$ cat config.mk
export PLATFORM = sky130hd
export DESIGN_NAME = shift_register_controller_flat
export DESIGN_NICKNAME = d
export VERILOG_FILES = /design/src/rtl/shift_register_controller_if.sv /design/src/rtl/shift_register_controller.sv /design/src/flat_wrapper.sv
export SDC_FILE = /design/constraint.sdc
export NUM_CORES = 1
export LEC_CHECK = 0
export BUFFER_PORTS_ARGS = -buffer_cell sky130_fd_sc_hd__buf_2
export CORE_UTILIZATION = 45
export DETAILED_ROUTE_END_ITERATION = 6
export PLACE_DENSITY = 0.72
export SYNTH_ARGS = -nofsm -noshare
export SYNTH_HDL_FRONTEND = slang
export SYNTH_SLANG_ARGS = --single-unit
$ cat constraint.sdc
create_clock -name clk -period 2.5 [get_ports clk]
set_input_delay 0.25 -clock clk [delete_from_list [all_inputs] [get_ports clk]]
set_output_delay 0.25 -clock clk [all_outputs]
set_load 0.02 [all_outputs]
$ cat src/rtl/shift_register_controller_if.sv
// Command handshake and shift-register control bundle for shift_register_controller.
// master = command source / register side, slave = controller.
interface shift_register_controller_if #(
    parameter int MAX_CNT_W = 3
);
    logic                 cmd_valid;
    logic                 cmd_ready;
    logic [1:0]           cmd_op;
    logic [MAX_CNT_W-1:0] cmd_count;
    logic [3:0]           cmd_data;
    logic                 cmd_fill;
    logic                 cmd_rot;
    logic                 stall;
    logic [3:0]           A;
    logic [1:0]           S;
    logic [3:0]           I;
    logic                 MSB_in;
    logic                 LSB_in;
    logic                 serial_out;
    logic                 busy;
    logic                 done;

    modport master (
        output cmd_valid, cmd_op, cmd_count, cmd_data, cmd_fill, cmd_rot, stall, A,
        input  cmd_ready, S, I, MSB_in, LSB_in, serial_out, busy, done
    );

    modport slave (
        input  cmd_valid, cmd_op, cmd_count, cmd_data, cmd_fill, cmd_rot, stall, A,
        output cmd_ready, S, I, MSB_in, LSB_in, serial_out, busy, done
    );
endinterface

$ cat src/rtl/shift_register_controller.sv
// Sequences a 4-bit universal shift register through load / shift / rotate commands.
// Latency: LOAD 2 cycles, shifts N + stalls + 1 (+1 for LOAD_SHR); IDLE visited between commands.
// Backpressure: cmd_ready only in IDLE; stall freezes the shift sequence (S forced to hold).
module shift_register_controller #(
    parameter int MAX_CNT_W = 3
) (
    input logic                     clk,
    input logic                     rst,
    shift_register_controller_if.slave bus
);
    localparam logic [1:0] OP_LOAD     = 2'b00;
    localparam logic [1:0] OP_SHL      = 2'b10;
    localparam logic [1:0] OP_LOAD_SHR = 2'b11;

    localparam logic [1:0] S_HOLD  = 2'b00;
    localparam logic [1:0] S_RIGHT = 2'b01;
    localparam logic [1:0] S_LEFT  = 2'b10;
    localparam logic [1:0] S_LOAD  = 2'b11;

    typedef enum logic [1:0] {
        ST_IDLE,
        ST_LOAD,
        ST_SHIFT,
        ST_DONE
    } state_t;

    state_t               state;
    state_t               state_nxt;
    logic [1:0]           op_q;
    logic [MAX_CNT_W-1:0] cnt_q;
    logic [3:0]           data_q;
    logic                 fill_q;
    logic                 rot_q;
    logic [1:0]           s_q;
    logic                 busy_q;
    logic                 done_q;
    logic                 ready_q;
    logic                 accept;
    logic                 right_nxt;
    logic                 right_q;
    logic                 shifting;

    assign accept = (state == ST_IDLE) && bus.cmd_valid;

    always_comb begin
        state_nxt = state;
        right_nxt = (op_q != OP_SHL);
        case (state)
            ST_IDLE: begin
                right_nxt = (bus.cmd_op != OP_SHL);
                if (bus.cmd_valid) begin
                    if (bus.cmd_op == OP_LOAD || bus.cmd_op == OP_LOAD_SHR)
                        state_nxt = ST_LOAD;
                    else if (bus.cmd_count != '0)
                        state_nxt = ST_SHIFT;
                    else
                        state_nxt = ST_DONE;
                end
            end
            ST_LOAD: begin
                if (op_q == OP_LOAD || cnt_q == '0)
                    state_nxt = ST_DONE;
                else
                    state_nxt = ST_SHIFT;
            end
            ST_SHIFT: begin
                if (!bus.stall && cnt_q == MAX_CNT_W'(1))
                    state_nxt = ST_DONE;
            end
            ST_DONE: state_nxt = ST_IDLE;
            default: state_nxt = ST_IDLE;
        endcase
    end

    // Outputs are registered from the next state so S/busy/done/ready never see cmd_* combinationally.
    always_ff @(posedge clk) begin
        if (rst) begin
            state   <= ST_IDLE;
            op_q    <= OP_LOAD;
            cnt_q   <= '0;
            data_q  <= 4'b0000;
            fill_q  <= 1'b0;
            rot_q   <= 1'b0;
            s_q     <= S_HOLD;
            busy_q  <= 1'b0;
            done_q  <= 1'b0;
            ready_q <= 1'b1;
        end else begin
            state   <= state_nxt;
            busy_q  <= (state_nxt != ST_IDLE);
            done_q  <= (state_nxt == ST_DONE);
            ready_q <= (state_nxt == ST_IDLE);
            case (state_nxt)
                ST_LOAD:  s_q <= S_LOAD;
                ST_SHIFT: s_q <= right_nxt ? S_RIGHT : S_LEFT;
                default:  s_q <= S_HOLD;
            endcase
            if (accept) begin
                op_q   <= bus.cmd_op;
                cnt_q  <= bus.cmd_count;
                data_q <= bus.cmd_data;
                fill_q <= bus.cmd_fill;
                rot_q  <= bus.cmd_rot;
            end else if (state == ST_SHIFT && !bus.stall) begin
                cnt_q <= cnt_q - MAX_CNT_W'(1);
            end
        end
    end

    assign right_q  = (op_q != OP_SHL);
    assign shifting = (state == ST_SHIFT) && !bus.stall;

    assign bus.S          = ((state == ST_SHIFT) && bus.stall) ? S_HOLD : s_q;
    assign bus.I          = data_q;
    assign bus.MSB_in     = rot_q ? bus.A[0] : fill_q;
    assign bus.LSB_in     = rot_q ? bus.A[3] : fill_q;
    assign bus.serial_out = shifting ? (right_q ? bus.A[0] : bus.A[3]) : 1'b0;
    assign bus.busy       = busy_q;
    assign bus.done       = done_q;
    assign bus.cmd_ready  = ready_q;

    a_shift_cnt_nonzero: assert property (@(posedge clk) disable iff (rst)
        (state == ST_SHIFT) |-> (cnt_q != '0));
    a_done_implies_busy: assert property (@(posedge clk) disable iff (rst)
        done_q |-> busy_q);
endmodule

$ cat src/flat_wrapper.sv
// flat-port wrapper written by rule: the top's interface ports become plain ports
module shift_register_controller_flat 
#(
    parameter int MAX_CNT_W = 3
)
  (clk, rst, bus_cmd_valid, bus_cmd_op, bus_cmd_count, bus_cmd_data, bus_cmd_fill, bus_cmd_rot, bus_stall, bus_A, bus_cmd_ready, bus_S, bus_I, bus_MSB_in, bus_LSB_in, bus_serial_out, bus_busy, bus_done);
  shift_register_controller_if #(.MAX_CNT_W(MAX_CNT_W)) bus_i ();
  input logic clk;
  input logic rst;
  input wire logic [$bits(bus_i.cmd_valid)-1:0] bus_cmd_valid;
  input wire logic [$bits(bus_i.cmd_op)-1:0] bus_cmd_op;
  input wire logic [$bits(bus_i.cmd_count)-1:0] bus_cmd_count;
  input wire logic [$bits(bus_i.cmd_data)-1:0] bus_cmd_data;
  input wire logic [$bits(bus_i.cmd_fill)-1:0] bus_cmd_fill;
  input wire logic [$bits(bus_i.cmd_rot)-1:0] bus_cmd_rot;
  input wire logic [$bits(bus_i.stall)-1:0] bus_stall;
  input wire logic [$bits(bus_i.A)-1:0] bus_A;
  output wire logic [$bits(bus_i.cmd_ready)-1:0] bus_cmd_ready;
  output wire logic [$bits(bus_i.S)-1:0] bus_S;
  output wire logic [$bits(bus_i.I)-1:0] bus_I;
  output wire logic [$bits(bus_i.MSB_in)-1:0] bus_MSB_in;
  output wire logic [$bits(bus_i.LSB_in)-1:0] bus_LSB_in;
  output wire logic [$bits(bus_i.serial_out)-1:0] bus_serial_out;
  output wire logic [$bits(bus_i.busy)-1:0] bus_busy;
  output wire logic [$bits(bus_i.done)-1:0] bus_done;
  assign bus_i.cmd_valid = bus_cmd_valid;
  assign bus_i.cmd_op = bus_cmd_op;
  assign bus_i.cmd_count = bus_cmd_count;
  assign bus_i.cmd_data = bus_cmd_data;
  assign bus_i.cmd_fill = bus_cmd_fill;
  assign bus_i.cmd_rot = bus_cmd_rot;
  assign bus_i.stall = bus_stall;
  assign bus_i.A = bus_A;
  assign bus_cmd_ready = bus_i.cmd_ready;
  assign bus_S = bus_i.S;
  assign bus_I = bus_i.I;
  assign bus_MSB_in = bus_i.MSB_in;
  assign bus_LSB_in = bus_i.LSB_in;
  assign bus_serial_out = bus_i.serial_out;
  assign bus_busy = bus_i.busy;
  assign bus_done = bus_i.done;
  shift_register_controller #(.MAX_CNT_W(MAX_CNT_W)) u_core (.clk(clk), .rst(rst), .bus(bus_i));
endmodule
==> impl_metrics.yaml <==
clocking:
  root_buffer: "clkbuf_4"
  h-tree-depth: 1
  cts_hold_buffers: 0
  insertion_delay_ns: 0.30
  cts_inserted_buffers: 3
  cts_tree: "done"
  cts.sink_count: 18
  cts.repair.resized: 0
  cts_buffer_depth: 2
  cts.clk_slew.worst_paths_ns: 0.10
  post_cts_buffers: 0
synthesis:
  synth_top_cell_by_area: "dfxtp_1"
  yosysMostFrequentCell: "nand2_1"
  synth-async-reset-ratio: 0
  syn_avg_cell_area_sq_um: 8.360
  synth_top_area_frac: 0.3815
  syn_nets: 143
  synthCells: 113
  ys_warn_count: 0
  ys_seq_area_frac: 0.3815
  synth_flop_cell: "dfxtp_1"
  ys_ff_latch: 18
  synth_edf_count: 0
  synthTopCellsByCount: "24 x nand2_1, 18 x dfxtp_1, 11 x a21oi_1, 11 x ha_1, 10 x inv_1"
  yosysUniqueCellTypes: 30
  netlist_top_cells_area: "dfxtp_1 38%, ha_1 15%, nand2_1 9.5%"
  netlist_area_sq_um: 944.7
placed_design:
  post-place-ws_ns: 0.2053
  place.gp.congestion: 0.7064
  hpwlAfterDp_mm: 1.369
  io_buffers: 28
pwr:
  leakagePower_uw: 0.0005302
  power.share.switching: 0.4191
  switching_power_uw: 489.2
  p_int_uw: 678.1
  pwr-share-clk: 0.124
  p_seq_frac: 0.349
  ir_worst_vdd_v: 0.0005579
  cellPowerDensity_nw_per_um2: 1034
  combinationalPowerShare: 0.527
layout:
  final_util: 0.5753
  fin_nets: 173
  drive_gt1_frac: 0.2482
  syn2layout_area_growth_pct: 19.47
  num_antenna_cells: 0
drt:
  postRouteAntennaNets: 0
  drt_pass1_iterations: 4
  first_iter_violations: 14
  routed_wl_mm: 1.775
  via_per_inst: 4.798
  vias: 806
  route.detailed.drc: 0
  avgRoutedWirePerCell_um: 10.57
timing:
  finalHoldViolCount: 0
  clock.fmax_mhz: 434.3
  setup_tns_ns: 0
  period_share: 0.9211
  finClkSkew_ns: 0.005557
  finalSetupViolCount: 0
  drv_slew: 0
  fin_crit_ns: 2.303
  slew_headroom: 0.7297
  rsz0062_at_grt: "false"
  layout_setup_ws_ns: 0.1972
  tightest_slew_ns: 0.4029
global_route:
  grt_start_max_net_pins: 17
  overflow: 0
  grt_antenna_before_repair: 0
  use_met1: 0.1862
  grt_pass1_wl_mm: 2.366
  gr-max-usage-layer: "met2"
  grt_pass1_vias: 578
  use_met3: 0.03774
  grt_use_total: 0.1550
  use_met2: 0.2541
critical_path:
  worstSetupEndpointType: "flop"
  worstPathMaxFanout: 3
  worstSetupStartpointType: "flop"
  required_ns: 2.73
  crit_start: "u_core.cnt_q[0]"
  worstSetupPathType: "reg -> reg"
  arrival_ns: 2.54
  r2r-start: "u_core.cnt_q[0]"
  worstRegToRegCells: 10
run_status:
  run_status: "finished, final reports clean"
job:
  maxCapViolations: 0
min_path:
  hold_path_startpoint: "bus_cmd_data[1]"
  hold_path_class: "in -> reg"
  min_path_cells: 3
floorplan:
  start_util: 0.4815
  die_w_um: 47.82
  num_io_pins: 31
  dieHeight_um: 47.82
  core_area_sq_um: 1962
  dieArea_sq_um: 2286
  fp-row-count: 16
==> registers in the layout, summed over array words and instances, names as in the netlist <==
signal                cells
u_core.bus.I              4
u_core.bus.busy           1
u_core.bus.cmd_ready      1
u_core.bus.done           1
u_core.cnt_q              3
u_core.fill_q             1
u_core.op_q               2
u_core.rot_q              1
u_core.s_q                2
u_core.state              2
==> cells in the final DEF, fill, tap and decap left out <==
master     n
xnor2_1    1
inv_1     10
nor3b_1    1
o211ai_1   2
or4b_1     1
o2111a_2   1
a221o_1    1
and2_2     1
nand3b_1   2
and2_1     1
ha_1      11
nor4bb_1   1
o21ai_0    1
mux2i_1    1
a21oi_1   11
and2b_1    1
clkbuf_4   3
nand2_1   24
a31oi_1    1
nand2b_1   2
or2_2      2
buf_2     28
or2_1      1
a21boi_0   2
nor2b_1    5
nor2_1     4
dfxtp_1   18
nor3_1     1
a211oi_1   2
o31ai_1    1
==> final timing paths <==
kind,endpoint,slack (ns)
max,u_core.s_q[0],0.20
min,u_core.bus.I[1],0.18
max reg2reg,u_core.s_q[0],0.20
min reg2reg,u_core.bus.I[2],0.46
==> worst max-delay path: stages (launching register included) <==
cell,delay [ns]
dfxtp_1,0.38
inv_1,0.06
ha_1,0.19
ha_1,0.19
a221o_1,0.29
a211oi_1,0.38
or2_1,0.19
ha_1,0.17
inv_1,0.04
o31ai_1,0.21
nor2b_1,0.16
==> layer usage <==
metal,up-vias,share of wire
met4,0,0.019
li1,431,-
met1,353,0.46
met2,20,0.47
met5,-,0
met3,2,0.043
==> layout make-up <==
type / instances / area, sq um
clock buffer: 3 / 22.52
timing repair buffer: 28 / 140.1
multi-input combinational: 82 / 534.3
fill: 212 / 833.3
tap: 27 / 33.78
inverter: 10 / 37.54
sequential: 18 / 360.3
==> logic make-up after synthesis <==
logic type | count (synthesis) | synth area share
AND/OR/NAND/NOR | 47 | 0.2503
AO/OA/AOI/OAI | 22 | 0.1497
flip-flops | 18 | 0.3815
buffers and inverters | 13 | 0.05298
adder cells (fa/ha/maj) | 11 | 0.1457
XOR/XNOR | 1 | 0.009273
multiplexers | 1 | 0.01060
==> power groups by stage <==
stage               combinational, uW  sequential [uW]  clock [uW]
global placement                  593              411           0
floorplan                         431              450           0
CTS                               619              408         151
finish                            616              407         145
global route                      708              417         160
detailed placement                615              415           0
==> per-stage QoR <==
step	hold slack, ns	std cells	total power (uW)	area (sq um)
floorplan	0.3191	113	881.7	944.7
global placement	0.4394	165	1003	1106
detailed placement	0.4446	165	1030	1106
CTS	0.1751	168	1178	1129
global route	0.1735	168	1285	1129
finish	0.1751	168	1167	1129
Power figures use the tool's default switching activity.
